**config.mk**
```make
export PLATFORM = sky130hd
export DESIGN_NAME = pivot_row_div_ctrl
export DESIGN_NICKNAME = d
export VERILOG_FILES = /design/src/rtl/pivot_row_div_ctrl.sv
export SDC_FILE = /design/constraint.sdc
export NUM_CORES = 1
export LEC_CHECK = 0
export ABC_AREA = 1
export BUFFER_PORTS_ARGS = -buffer_cell sky130_fd_sc_hd__buf_4
export CELL_PAD_IN_SITES_DETAIL_PLACEMENT = 0
export CELL_PAD_IN_SITES_GLOBAL_PLACEMENT = 1
export CORE_ASPECT_RATIO = 0.75
export CORE_UTILIZATION = 36
export CTS_CLUSTER_SIZE = 14
export DETAILED_ROUTE_END_ITERATION = 10
export GPL_ROUTABILITY_DRIVEN = 1
export GPL_TIMING_DRIVEN = 0
export PLACE_DENSITY_LB_ADDON = 0.1
export SKIP_LAST_GASP = 1
export SYNTH_ARGS = -nofsm -noshare
export SYNTH_HDL_FRONTEND = slang
export SYNTH_SLANG_ARGS = --single-unit
```
**constraint.sdc**
```tcl
create_clock -name clk -period 2.4 [get_ports clk]
set_input_delay 0.12 -clock clk [delete_from_list [all_inputs] [get_ports clk]]
set_output_delay 0.12 -clock clk [all_outputs]
set_load 0.05 [all_outputs]
```
**src/rtl/pivot_row_div_ctrl.sv**
```systemverilog
// Pivot-row normalisation controller: streams one tableau row through an external divider
// with a latched pivot factor, writes tagged quotients to BRAM, handles credits, errors, abort.
module pivot_row_div_ctrl #(
   parameter int unsigned DATAW   = 32,
   parameter int unsigned IDXW    = 16,
   parameter int unsigned ADDRW   = 16,
   parameter int unsigned MAX_OUT = 16
) (
   input  logic             clk,
   input  logic             resetn,
   input  logic             start,
   input  logic             abort,
   input  logic [IDXW-1:0]  num_cols,
   input  logic [ADDRW-1:0] row_base,
   input  logic [DATAW-1:0] factor_in,
   output logic             busy,
   output logic             done,
   output logic             err,
   output logic [IDXW-1:0]  err_col,
   input  logic [DATAW-1:0] s_row_tdata,
   input  logic             s_row_tvalid,
   output logic             s_row_tready,
   output logic [DATAW-1:0] m_op_a,
   output logic [DATAW-1:0] m_op_b,
   output logic [IDXW-1:0]  m_op_tag,
   output logic             m_op_tvalid,
   input  logic             m_op_tready,
   input  logic [DATAW-1:0] s_res_tdata,
   input  logic [3:0]       s_res_flags,
   input  logic [IDXW-1:0]  s_res_tag,
   input  logic             s_res_tvalid,
   output logic             s_res_tready,
   output logic             wen,
   output logic [ADDRW-1:0] waddr,
   output logic [DATAW-1:0] wdata
);

   localparam int unsigned OUTW = $clog2(MAX_OUT + 1);
   localparam logic [OUTW-1:0] MaxOut = OUTW'(MAX_OUT);

   typedef enum logic [1:0] {StIdle, StRun, StDrain} state_e;

   state_e           state_q;
   logic [IDXW-1:0]  ncols_q, issued_q, received_q, err_col_q;
   logic [ADDRW-1:0] base_q, waddr_q;
   logic [DATAW-1:0] factor_q, wdata_q;
   logic [OUTW-1:0]  outstanding_q, outstanding_d;
   logic             done_q, err_q, wen_q;
   logic             gate, issue, res_acc, res_dec, res_bad;

   assign gate = (state_q == StRun) && (issued_q < ncols_q) && (outstanding_q < MaxOut);
   assign m_op_tvalid  = s_row_tvalid && gate;
   assign s_row_tready = m_op_tready && gate;
   assign issue        = s_row_tvalid && m_op_tready && gate;
   assign m_op_a       = s_row_tdata;
   assign m_op_b       = factor_q;
   assign m_op_tag     = issued_q;
   assign s_res_tready = 1'b1;

   // Results seen in IDLE are swallowed without touching any state.
   assign res_acc = s_res_tvalid && (state_q != StIdle);
   assign res_dec = res_acc && (outstanding_q != '0);
   assign res_bad = |s_res_flags;

   always_comb begin
      outstanding_d = outstanding_q;
      if (issue && !res_dec) begin
         outstanding_d = outstanding_q + OUTW'(1);
      end else if (!issue && res_dec) begin
         outstanding_d = outstanding_q - OUTW'(1);
      end
   end

   always_ff @(posedge clk or negedge resetn) begin
      if (!resetn) begin
         state_q       <= StIdle;
         ncols_q       <= '0;
         issued_q      <= '0;
         received_q    <= '0;
         err_col_q     <= '0;
         base_q        <= '0;
         waddr_q       <= '0;
         factor_q      <= '0;
         wdata_q       <= '0;
         outstanding_q <= '0;
         done_q        <= 1'b0;
         err_q         <= 1'b0;
         wen_q         <= 1'b0;
      end else begin
         done_q        <= 1'b0;
         wen_q         <= 1'b0;
         outstanding_q <= outstanding_d;
         if (issue) begin
            issued_q <= issued_q + IDXW'(1);
         end
         unique case (state_q)
            StIdle: begin
               if (start) begin
                  ncols_q       <= num_cols;
                  base_q        <= row_base;
                  factor_q      <= factor_in;
                  issued_q      <= '0;
                  received_q    <= '0;
                  outstanding_q <= '0;
                  err_q         <= 1'b0;
                  err_col_q     <= '0;
                  if (num_cols == '0) begin
                     done_q <= 1'b1;
                  end else begin
                     state_q <= StRun;
                  end
               end
            end
            StRun: begin
               if ((res_acc && res_bad) || abort) begin
                  err_q <= 1'b1;
                  if (res_acc && res_bad) begin
                     err_col_q <= s_res_tag;
                  end
                  // Nothing left in flight: finish now rather than spend a cycle in DRAIN.
                  if (outstanding_d == '0) begin
                     state_q <= StIdle;
                     done_q  <= 1'b1;
                  end else begin
                     state_q <= StDrain;
                  end
               end else if (res_acc) begin
                  wen_q      <= 1'b1;
                  waddr_q    <= base_q + ADDRW'(s_res_tag);
                  wdata_q    <= s_res_tdata;
                  received_q <= received_q + IDXW'(1);
                  if ((received_q + IDXW'(1)) == ncols_q) begin
                     state_q <= StIdle;
                     done_q  <= 1'b1;
                  end
               end
            end
            StDrain: begin
               if (outstanding_d == '0) begin
                  state_q <= StIdle;
                  done_q  <= 1'b1;
               end
            end
            default: state_q <= StIdle;
         endcase
      end
   end

   assign busy    = (state_q != StIdle);
   assign done    = done_q;
   assign err     = err_q;
   assign err_col = err_col_q;
   assign wen     = wen_q;
   assign waddr   = waddr_q;
   assign wdata   = wdata_q;

endmodule

```
# Word level (Yosys, flattened, before mapping)
# Index checks and enable logic that the tools add are counted.
[word_totals] reg_bits=170 latchBits=0 ram_bits=0 romBits=0 in_bits=155 out_inout_bits=151 elab_cells=95 mem_count=0
[classes] n_addsub=5 mul=0 div_mod_pow=0 magnitude_cmp=2 eq_ne=12 shifts=0 muxes=35 bitwise=1 n_reduce_logical=27
[ops] cell="two-way mux 16 bit" n=8
[ops] cell="case mux 16 bit (2 select lines)" n=2
[ops] cell="adder 16 x 1 -> 16 bit, second input constant" n=2
[ops] cell="two-way mux 5 bit" n=4
[ops] cell="adder 16 bit" n=1
[ops] cell="== test 16 bit" n=1
[ops] cell="logical NOT 16 bit" n=1
[ops] cell="less-than comparator 16 bit" n=1
[ops] cell="two-way mux 2 bit" n=7
[ops] cell="logical AND 1 bit" n=11
[ops] cell="two-way mux 1 bit" n=11
[ops] cell="!= test 2 bit, second input constant" n=5
[ops] cell="AND reduction 4 bit" n=2
[ops] cell="case mux 2 bit (3 select lines)" n=1
[ops] cell="AND reduction 3 bit" n=2
[ops] cell="adder 5 x 1 -> 5 bit, second input constant" n=1
[ops] cell="logical NOT 5 bit" n=1
[ops] cell="less-than comparator 5 bit, second input constant" n=1
[ops] cell="AND reduction 5 bit" n=1
[ops] cell="nonzero test 5 bit" n=1
[ops] cell="subtractor 5 x 1 -> 5 bit, second input constant" n=1
[ops] cell="!= test 2 x 1 -> 1 bit, second input constant" n=2
[ops] cell="nonzero test 2 bit" n=2
[ops] cell="OR reduction 4 bit" n=1
[ops] cell="11 further kinds" n=12

# Logic depth before layout (Yosys ltp)
# Gate-level depths: netlist of run 1.
[depth] depth_word=12 mapped_depth=20 mapped_depth_nobuf=20

# Worst setup path after synthesis of run 1
# No wires, ideal clock.
[synth_path] path_kind="reg2reg" startpoint="register issued_q[5] (netlist: m_op_tag[5])" endpoint="register issued_q[9] (netlist: m_op_tag[9])" setup_ns=0.132 arrival_time_ns=2.255 required_time_ns=2.268 slack_ns=0.013 path_stages_with_launch=16 path_buffers=0 period_less_slack_ns=2.387 cell_sequence="dfrtp_1 > ha_1 > a21oi_1 > nor2_1 > nor3_1 > nand2_1 > nand2_1 > nand2_1 > nand2_2 > nand3_4 > nor2_4 > nand3_2 > nor2_4 > nand4_1 > nand2_1 > nor2_1"
[synth_via] elab_chain_cells=7 elab_cells_between_ends=8 cone_classes="1 x add/sub; 1 x order compare; 3 x mux; 3 x reduce/logical"
[synth_rtl] element="start: declaration" line_no="44" rtl="logic [IDXW-1:0] ncols_q, issued_q, received_q, err_col_q;"
[synth_rtl] element="start signal: assignment" line_no="94" rtl="issued_q <= issued_q + IDXW'(1);"
[synth_rtl] element="less-than comparator 16 bit" line_no="51" rtl="assign gate = (state_q == StRun) && (issued_q < ncols_q) && (outstanding_q < MaxOut);"
[synth_rtl] element="logical AND 1 bit (2 in a row)" line_no="51"
[synth_rtl] element="logical AND 1 bit" line_no="54" rtl="assign issue = s_row_tvalid && m_op_tready && gate;"
[synth_rtl] element="two-way mux 16 bit *" line_no="93" rtl="if (issue) begin"
[synth_rtl] element="two-way mux 16 bit" line_no="98" rtl="if (start) begin"
[synth_rtl] element="two-way mux 16 bit *" line_no="96" rtl="unique case (state_q)"
# Every way passes the cells marked *; elsewhere a longest branch is shown, timed or not.
# A chain may end at the register's enable or synchronous reset.

# Worst setup path in the final report of run 1
[layout_path] startpoint="register received_q[1]" endpoint="register done_q (netlist: done)"
[layout_via] elab_chain_cells=6
[layout_rtl] element="start: declaration" line_no="44"
[layout_rtl] element="start signal: assignment" line_no="131" rtl="received_q <= received_q + IDXW'(1);"
[layout_rtl] element="adder 16 x 1 -> 16 bit" line_no="132" rtl="if ((received_q + IDXW'(1)) == ncols_q) begin"
[layout_rtl] element="== test 16 bit" line_no="132"
[layout_rtl] element="two-way mux 1 bit" line_no="132"
[layout_rtl] element="two-way mux 1 bit" line_no="127" rtl="end else if (res_acc) begin"
[layout_rtl] element="two-way mux 1 bit" line_no="115" rtl="if ((res_acc && res_bad) || abort) begin"
[layout_rtl] element="case mux 1 bit (3 select lines)" line_no="96"
[layout_rtl] element="end signal: assignment" line_no="123" rtl="done_q <= 1'b1;"
[layout_rtl] element="end signal: assignment" line_no="134" rtl="done_q <= 1'b1;"
[layout_rtl] element="end signal: assignment" line_no="141" rtl="done_q <= 1'b1;"
[layout_rtl] element="end: declaration" line_no="48" rtl="logic done_q, err_q, wen_q;"
# No other way between the ends.

==> flow_summary_export.csv, run 1 <==
group,metric,value,unit
cells_and_area,design_area,13600,µm²
route,wire_per_inst,15.4,µm
sta,setup_viol,0,
place,io_buffers,272,
power,p_total,16800,µW
sta,clock.fmax,429,MHz
worst_setup_path,slowest_stage,"dfrtp_1",
sta,post-route-period-util,97.0,%
sta,relSlewSlack,52.1,%
power,comb_power_share,54.6,%
outcome,outcome,"finished, final reports clean",
floorplanning,fp.dieH,138,µm
cts,cts-htree-levels,4,
route,drtIter0Drc,422,
synth,postSynthCellCount,1115,
grt,grt_pass1_wl,45.8,mm
floorplanning,ios,306,
grt,grt_max_degree,97,
place,dp_hpwl,21.5,mm
floorplanning,fp-row-count,49,
sta,finalHoldViolations,0,
synth,synth-seq-area-share,47.7,%
cts,clock-sinks,170,
cts,cts_tree,"built",
sta,fin_crit,2.33,ns
power,netSwitchingFraction,49.3,%
floorplanning,die_w,184,µm
power,vdd_drop_max,785,µV
route,drt-pass1-iter-count,5,
cells_and_area,utilization,56.1,%
grt,grt_pass1_vias,8623,
sta,rsz0062_at_grt,"true",
place,gp_routability_congestion,0.875,
worst_setup_path,path_class,"reg2reg",
floorplanning,start_util,37.0,%
sta,tightest_slew,0.719,ns
synth,synth-edff-count,0,
synth,yosysUniqueCellTypes,45,
route,drc,0,
worst_setup_path,crit_path_start_kind,"flop",
sta,slew_viol_final,0,
cells_and_area,fillers,2311,
grt,gr-total-overflow,0,
cts,clkTransAtPathRegs,0.07,ns
synth,synth_nets,1305,
cells_and_area,syn_to_final_growth,51.9,%
route,vias,8746,
cts,root_buffer,"clkbuf_16",
place,place_area,11400,µm²
power,p_clk_share,17.3,%
synth,yosysWarningCount,0,
cells_and_area,layout-drive-gt1-share,29.5,%
synth,ys.flop_type,"dfrtp_1",
job,cap_viol_max_count,0,
route,via_per_inst,4.63,
worst_setup_path,path_cells,"ha_2 -> nand3_4 -> nor2_4 -> nand4_1 -> buf_4 -> buf_4 -> nand3_1 -> nand4_1 -> nor2_1 -> nand3_1 -> nor2_1 -> nand4_1 -> nand2_1 -> inv_1 -> nand2_1",
worst_setup_path,crit_fanout,4,
grt,grtUsageTotal,23.1,%
min_path,hp-class,"in2reg",
cts,clk_latency,0.43,ns
synth,ys_ff_latch,170,
sta,whs,0.0555,ns
worst_setup_path,required,2.77,ns
route,ant_nets,0,
sta,setup_tns,0,ns
cts,clockBufferDepth,2,
floorplanning,dieArea,25400,µm²
worst_setup_path,crit_top_cell,"nand4_1",
cells_and_area,num_antenna_cells,0,
power,power.leakage,0.00695,µW
worst_setup_path,slowest_delay,0.35,ns
power,p_sw,8300,µW
power,power_frac_seq,28.1,%
worst_setup_path,cp.arrival,2.70,ns
cts,cts_made_buffers,17,
route,wirelength,29.2,mm
grt,grt_antenna_before_repair,0,
power,p_int,8520,µW
synth,async_reset_ff_share,100,%
synth,syn_area_per_cell,8.01,µm²
power,power.density,1240,nW/µm²
synth,netlist_area,8930,µm²
cells_and_area,nets,1735,
worst_setup_path,end_kind,"flop",
floorplanning,fp.coreArea,24200,µm²
sta,fin_skew,0.0142,ns
[cell type report]
class | count | area [µm²] | share of cell area, %
inverters | 105 | 394 | 2.91
multi-input cells | 774 | 4070 | 30.0
clock buffers | 19 | 453 | 3.34
repair buffers | 411 | 3410 | 25.1
clock inverters | 13 | 156 | 1.15
flip-flops and latches | 170 | 4260 | 31.5
plain buffers | 66 | 402 | 2.96
well taps | 331 | 414 | 3.05
[cells in the mapped netlist (3+ instances only)]
cell type	n	area [µm²]
inv_1	93	349
or2_2	5	31.3
xnor2_1	9	78.8
buf_4	33	248
nand2_1	407	1530
nor2_1	55	206
nor3_2	4	40.0
or4_1	5	37.5
buf_2	11	55.1
o21ai_1	9	45.0
o31ai_1	3	22.5
nor2_4	4	45.0
dfrtp_1	170	4250
nand3_1	46	230
nand4_1	23	144
o21ai_0	62	310
a21oi_1	36	180
xor2_1	18	158
nand2_2	3	18.8
nor4_1	4	25.0
nor3_1	10	50.1
ha_1	34	425
inv_2	10	37.5
o22ai_1	11	68.8
clkbuf_1	21	78.8
nand3b_1	3	22.5
[per-stage QoR]
| stage | std cells | setup slack [ns] |
|---|---|---|
| 5_1_grt | 1889 | -0.0846 |
| 3_3_place_gp | 1718 | -0.161 |
| 4_1_cts | 1876 | 0.0105 |
| 6_report | 1889 | 0.0714 |
| 2_1_floorplan | 1115 | 0.0135 |
| 3_5_place_dp | 1719 | -0.118 |
[power groups by stage]
stage / Clock [µW] / Combinational (µW) / Sequential [µW]
after floorplan: 0 / 3200 / 7500
after global placement: 0 / 8730 / 4740
after detailed placement: 0 / 8790 / 4750
after CTS: 2980 / 9070 / 4720
after global routing: 3080 / 9930 / 4870
final: 2910 / 9180 / 4730
[registers in the layout, indices dropped and copies added, names as in the netlist, 16 cells and up]
signal,cells
m_op_b,32
wdata,32
base_q,16
err_col,16
m_op_tag,16
ncols_q,16
received_q,16
waddr,16
[cells in the final DEF (no fill, tap or decap), types with 23 or more instances in the layout]
cell and count:
buf_4 326, a21oi_1 33, dlygate4sd3_1 114, inv_1 89, nor2_1 47, o21ai_0 59
dfrtp_1 162, nand4_1 23, nand3_1 44, nand2_1 402, ha_1 30
[worst paths after layout]
check / startpoint / endpoint / slack (ns) / depth (start not counted)
max: received_q[1] / done / 0.07 / 15
min: abort / err / 0.06 / 3
max reg2reg: received_q[1] / done / 0.07 / 15
min reg2reg: m_op_b[21] / m_op_b[21] / 0.48 / 2
max in group asynchronous: resetn / outstanding_q[2] / 1.24 / 3
min in group asynchronous: resetn / m_op_tag[8] / 0.25 / 2
[timing repair]
item,CTS,global route
hold buffers,114,0
endpoints found under the setup margin,30,95
pin swaps,7,26
setup buffers,11,13
endpoints found under the hold margin,187,0
resized for setup,19,52
[metal layers]
metal / track usage [%] / share of wire, % / vias to the layer above
met5: 0 / 0 / -
met4: 4.43 / 0.41 / 0
met3: 5.40 / 6.1 / 7
met2: 36.3 / 45 / 233
met1: 32.7 / 48 / 4112
li1: - / - / 4394
[cell families (layout without fill, tap and decap cells)]
group | count (synthesis) | after routing | synth area share (%)
XOR/XNOR | 28 | 28 | 2.83
other | 1 | 1 | 0.0420
AND/OR/NAND/NOR | 579 | 579 | 27.9
flip-flops | 170 | 170 | 47.7
adder cells (fa/ha/maj) | 35 | 35 | 4.99
buffers and inverters | 171 | 614 | 8.73
AO/OA/AOI/OAI | 131 | 131 | 7.88
[worst max-delay path: cells and delay by family (launching register included)]
family                   cells  cell delay (ns)
adder cells (fa/ha/maj)      1             0.21
buffers and inverters        3             0.36
flip-flops                   1             0.35
AND/OR/NAND/NOR             11             1.33
No activity file was read; power rests on OpenSTA's default activity.
==> run 2, diff against run 1 <==
--- a/config.mk
+++ b/config.mk
@@ -10,6 +10,7 @@
 export CELL_PAD_IN_SITES_DETAIL_PLACEMENT = 0
 export CELL_PAD_IN_SITES_GLOBAL_PLACEMENT = 1
 export CORE_ASPECT_RATIO = 0.75
+export CORE_MARGIN = 5
 export CORE_UTILIZATION = 36
 export CTS_CLUSTER_SIZE = 14
 export DETAILED_ROUTE_END_ITERATION = 10
==> run 2 against run 1 <==
Compared with the run above: first-iteration DRC count is 22% higher; combinational power is 2.9% higher; cell area is 1.3% higher; sequential share of layout area is 0.38 points lower; maximum frequency is 0.67% lower; total power is 0.47% higher; largest power group unchanged; highest routed layer unchanged.
==> flow_summary_export.csv, run 2 (synthesis gave the netlist of run 1 again) <==
group,metric,value,unit
cts,cts_tree,"built",
grt,grt_max_degree,91,
sta,setup_tns,0,ns
floorplanning,fp-row-count,49,
cts,cts-htree-levels,4,
route,ant_nets,0,
sta,fin_crit,2.34,ns
power,power.leakage,0.00699,µW
route,wirelength,29.8,mm
min_path,hold_depth,3,
min_path,hold_end,"err",
sta,clock.fmax,427,MHz
outcome,outcome,"finished, final reports clean",
cells_and_area,regArea,4270,µm²
power,power.density,1230,nW/µm²
cells_and_area,layout_commonest_cell,"nand2_1",
floorplanning,die_w,192,µm
place,gp_routability_congestion,0.872,
power,vdd_drop_max,713,µV
cts,clkTransAtPathRegs,0.07,ns
min_path,hp-class,"in2reg",
cells_and_area,multi_input_area,4150,µm²
cells_and_area,fin_cells,1902,
floorplanning,fp.dieH,146,µm
floorplanning,dieArea,28100,µm²
cts,clk_latency,0.44,ns
route,drt-pass1-iter-count,5,
route,via_per_inst,4.63,
route,vias,8809,
floorplanning,start_util,36.9,%
sta,tightest_slew,0.672,ns
place,io_buffers,272,
worst_setup_path,crit_fanout,6,
worst_setup_path,path_cells,"ha_4 -> nand2_1 -> inv_1 -> o21ai_2 -> nand2_2 -> a21oi_2 -> nand4_1 -> nor2_1 -> buf_6",
cells_and_area,nets,1747,
cts,root_buffer,"clkbuf_16",
grt,busiest_layer,"met2",
route,drc,0,
sta,slew_viol_final,0,
worst_setup_path,crit_path_start_kind,"flop",
cells_and_area,syn_to_final_growth,53.9,%
worst_setup_path,reg2regPathDepth,18,
grt,grtUsageTotal,20.7,%
grt,use_met2,30.9,%
grt,use_met3,6.30,%
worst_setup_path,slowest_stage,"dfrtp_2",
grt,grt_pass1_vias,8602,
cells_and_area,final_cell_mix,"399 x nand2_1, 334 x buf_4, 159 x dfrtp_1",
floorplanning,ios,306,
job,cap_viol_max_count,0,
route,wire_per_inst,15.7,µm
floorplanning,fp.coreArea,24200,µm²
sta,fin_skew,0.0104,ns
worst_setup_path,r2r_slack,0.06,ns
sta,relSlewSlack,55.2,%
worst_setup_path,end_kind,"primary output",
worst_setup_path,path_class,"reg2out",
cts,clockBufferDepth,2,
cts,clock-sinks,170,
sta,rsz0062_at_grt,"true",
place,dp_cells,1719,
grt,met1_usage,29.6,%
sta,finalHoldViolations,0,
worst_setup_path,worstReg2RegEnd,"m_op_tag[9]",
place,dp_hpwl,22.2,mm
cts,cts_made_buffers,17,
grt,gr-total-overflow,0,
worst_setup_path,required,2.28,ns
sta,setup_viol,0,
cells_and_area,layout-drive-gt1-share,30.9,%
sta,post-route-period-util,97.7,%
worst_setup_path,cp.arrival,2.22,ns
worst_setup_path,slowest_delay,0.48,ns
cells_and_area,fillers,2222,
route,drtIter0Drc,514,
worst_setup_path,r2r-start,"m_op_tag[3]",
min_path,min_from,"abort",
grt,grt_antenna_before_repair,1,
grt,grt_pass1_wl,46.4,mm
run 2: cell type report:
type                    instances  share of cell area [%]
diodes                          1                  0.0182
plain buffers                  66                    2.92
clock buffers                  21                    3.43
clock inverters                11                   0.811
inverters                     105                    2.87
multi-input cells             774                    30.2
flip-flops and latches        170                    31.1
well taps                     331                    3.02
repair buffers                423                    25.6
run 2: power by group:
| part | switching [µW] | total, µW | internal [µW] |
|---|---|---|---|
| Combinational | 6440 | 9450 | 3010 |
| Clock | 1220 | 2740 | 1530 |
| Sequential | 698 | 4710 | 4010 |
| Total | 8350 | 16900 | 8550 |
run 2: layer usage:
layer,vias up,share of wire [%],routed length [µm]
li1,4433,-,-
met5,-,0,0
met1,4066,47,14100
met4,0,1.1,329
met3,27,7.8,2330
met2,283,44,13000
run 2: critical path: cells and delay by family, from the launching register on:
family | cells | cell delay (ns)
compound gates | 2 | 0.20
buf+inv | 2 | 0.24
simple gates | 4 | 0.61
fa+ha+maj | 1 | 0.26
flops | 1 | 0.48
run 2: stage by stage:
stage / instance area [µm²] / hold WS [ns] / worst slack (ns) / power [µW] / util, %
3_3_place_gp: 11400 / 0.314 / -0.137 / 13600 / 47.0
4_1_cts: 13200 / 0.0399 / -0.00636 / 16600 / 54.6
2_1_floorplan: 8930 / -0.176 / 0.0135 / 10700 / -
6_report: 13700 / 0.0649 / 0.0557 / 16900 / 56.7
3_5_place_dp: 11400 / 0.169 / -0.132 / 13600 / 47.1
5_1_grt: 13700 / 0.0711 / -0.137 / 18000 / 56.7
run 2: how the worst max path moves through the flow:
stage                            start  depth (start not counted)  slack, ns      endpoint
after floorplan            m_op_tag[5]                         15       0.01   m_op_tag[9]
after global placement     m_op_tag[5]                         12      -0.14  m_op_tag[12]
after detailed placement   m_op_tag[7]                         12      -0.13  m_op_tag[12]
after CTS                 m_op_tag[11]                         12     -0.006  m_op_tag[12]
after global routing        ncols_q[5]                         17      -0.14   m_op_tag[9]
final                     m_op_tag[11]                          9       0.06  s_row_tready
run 2: what timing repair did:
action	4_1_cts	5_1_grt
setup buffers	5	30
hold buffers	114	0
pin swaps	5	27
hold endpoints to repair	193	0
resized for setup	15	78
cloned	0	1
setup endpoints to repair	42	44
==> run 3, diff against run 2 <==
--- a/config.mk
+++ b/config.mk
@@ -11,11 +11,13 @@
 export CELL_PAD_IN_SITES_GLOBAL_PLACEMENT = 1
 export CORE_ASPECT_RATIO = 0.75
 export CORE_MARGIN = 5
-export CORE_UTILIZATION = 36
+export CORE_UTILIZATION = 37
+export CTS_BUF_LIST = sky130_fd_sc_hd__clkbuf_8
 export CTS_CLUSTER_SIZE = 14
 export DETAILED_ROUTE_END_ITERATION = 10
 export GPL_ROUTABILITY_DRIVEN = 1
 export GPL_TIMING_DRIVEN = 0
+export MAX_ROUTING_LAYER = met4
 export PLACE_DENSITY_LB_ADDON = 0.1
 export SKIP_LAST_GASP = 1
 export SYNTH_ARGS = -nofsm -noshare
==> run 3 against run 2 <==
Compared with the run above: the run now ends with setup timing left; routed wire length about the same; clock-buffer cell count down 3; core utilization shrank 0.16 points; die area down 2.5%; first-iteration DRC count is 23% higher; non-clock buffer count down 5; clock power is 23% lower; combinational power barely moved; total power fell by 3.6%; largest cell class unchanged; cell count fell by 1.7%; highest routed layer unchanged; cell area fell by 1.8%.
==> flow_summary_export.csv, run 3 (synthesis gave the netlist of run 1 again) <==
group,metric,value,unit
cells_and_area,utilization,56.6,%
cts,clk_latency,0.47,ns
sta,fin_skew,0.0216,ns
sta,tightest_slew,0.719,ns
floorplanning,fp.dieH,145,µm
grt,grt_pass1_wl,46.0,mm
sta,fin_crit,2.49,ns
cells_and_area,layout_commonest_cell,"nand2_1",
grt,grt_pass1_vias,8549,
sta,setup_ws,-0.0855,ns
worst_setup_path,r2r_slack,-0.09,ns
power,p_total,16300,µW
worst_setup_path,crit_path_start_kind,"flop",
power,power.leakage,0.00693,µW
route,drc,0,
route,via_per_inst,4.71,
floorplanning,fp.coreArea,23800,µm²
worst_setup_path,crit_fanout,8,
sta,relSlewSlack,52.1,%
cells_and_area,nets,1742,
place,io_buffers,272,
floorplanning,ios,306,
sta,finalHoldViolations,0,
outcome,outcome,"finished, violations left",
route,ant_nets,0,
route,wirelength,29.8,mm
floorplanning,dieArea,27400,µm²
grt,grtUsageTotal,21.8,%
sta,rsz0062_at_grt,"true",
sta,setup_viol,7,
worst_setup_path,cp.arrival,2.88,ns
cts,cts-htree-levels,4,
cts,root_buffer,"clkbuf_8",
power,vdd_drop_max,802,µV
cts,clockBufferDepth,2,
cells_and_area,layout-drive-gt1-share,30.6,%
cts,cts_tree,"built",
job,cap_viol_max_count,0,
route,wire_per_inst,16.0,µm
cts,clkTransAtPathRegs,0.11,ns
power,power.density,1210,nW/µm²
cells_and_area,syn_to_final_growth,51.1,%
place,gp_routability_congestion,0.865,
route,drt-pass1-iter-count,6,
worst_setup_path,worstReg2RegEnd,"m_op_tag[9]",
floorplanning,die_w,189,µm
route,vias,8803,
sta,clock.fmax,402,MHz
place,place_area,11400,µm²
grt,grt_max_degree,111,
cts,cts_made_buffers,17,
worst_setup_path,required,2.80,ns
cells_and_area,final_cell_mix,"394 x nand2_1, 328 x buf_4, 162 x dfrtp_1",
worst_setup_path,reg2regPathDepth,18,
cts,clock-sinks,170,
cells_and_area,fillers,2268,
worst_setup_path,path_class,"reg2reg",
floorplanning,fp-row-count,49,
min_path,hold_depth,6,
cells_and_area,num_antenna_cells,0,
route,drtIter0Drc,633,
min_path,min_from,"s_res_tvalid",
cells_and_area,design_area,13500,µm²
min_path,hold_end,"state_q[0]",
outcome,violations,"setup timing",
grt,gr-total-overflow,0,
sta,setup_tns,-0.282,ns
floorplanning,start_util,37.4,%
worst_setup_path,r2r-start,"ncols_q[5]",
place,dp_hpwl,22.1,mm
sta,slew_viol_final,0,
sta,post-route-period-util,104,%
worst_setup_path,end_kind,"flop",
worst_setup_path,crit_start,"ncols_q[5]",
grt,grt_antenna_before_repair,0,
min_path,hp-class,"in2reg",
-- run 3: cell types whose count changed in the layout (fill, tap and decap cells not counted), sizes merged --
| cell | delta |
|---|---|
| buf | -6 |
| inv | +1 |
| bufinv | +1 |
| clkbuf | -3 |
| dlygate4sd3 | +1 |
| diode | -1 |
-- run 3: repair_timing --
| item | 4_1_cts | 5_1_grt |
|---|---|---|
| buffers inserted | 11 | 18 |
| endpoints found under the hold margin | 174 | 0 |
| resized for setup | 26 | 72 |
| pin swaps | 10 | 31 |
| cloned | 0 | 1 |
| hold buffers | 115 | 0 |
| endpoints found under the setup margin | 57 | 90 |
-- run 3: metal layers --
layer	GRT usage, %	up-vias	part of all wire, %
li1	-	4414	-
met1	31.3	4094	47
met2	32.2	279	45
met3	4.97	16	7.1
met4	3.84	0	0.72
met5	-	-	0
-- run 3: worst max-delay path by stage --
stage | endpoint | slack, ns | cells past startpoint
2_1_floorplan | m_op_tag[9] | 0.01 | 15
3_3_place_gp | m_op_tag[8] | -0.22 | 12
3_5_place_dp | m_op_tag[8] | -0.25 | 12
4_1_cts | s_row_tready | -0.08 | 9
5_1_grt | m_op_tag[9] | -0.24 | 18
6_report | m_op_tag[9] | -0.09 | 18
-- run 3: per-stage QoR --
step / hold slack (ns) / setup WS, ns / cells
after detailed placement: 0.0939 / -0.246 / 1694
final: 0.0704 / -0.0855 / 1870
after CTS: 0.0422 / -0.0821 / 1851
after floorplan: -0.176 / 0.0135 / 1115
after global placement: 0.314 / -0.220 / 1693
after global routing: 0.0807 / -0.243 / 1870
-- run 3: layout make-up --
class	count	area [µm²]	share of cell area, %
Clock buffer	18	248	1.84
Multi-Input combinational cell	774	4170	30.9
Sequential cell	170	4260	31.6
Buffer	66	402	2.98
Timing Repair Buffer	418	3480	25.8
Clock inverter	13	141	1.05
Inverter	105	394	2.92
Tap cell	306	383	2.84
-- run 3: power breakdown --
part / total, µW / internal (µW) / switching [µW]
Clock: 2120 / 958 / 1160
Combinational: 9460 / 2990 / 6470
Sequential: 4710 / 4000 / 716
-- run 3: critical path: stages (launching register included) --
cell	delay [ns]
dfrtp_1	0.40
inv_2	0.08
ha_4	0.20
a21oi_2	0.10
nor2_1	0.06
nor3_2	0.22
nand2_2	0.12
buf_6	0.13
nand2_2	0.05
nand2_2	0.06
nand2_4	0.08
nand3_4	0.11
nor2_4	0.16
nand3_2	0.12
nor2_4	0.23
nand3_2	0.08
nand2_1	0.06
nand2_1	0.05
nor2_1	0.10
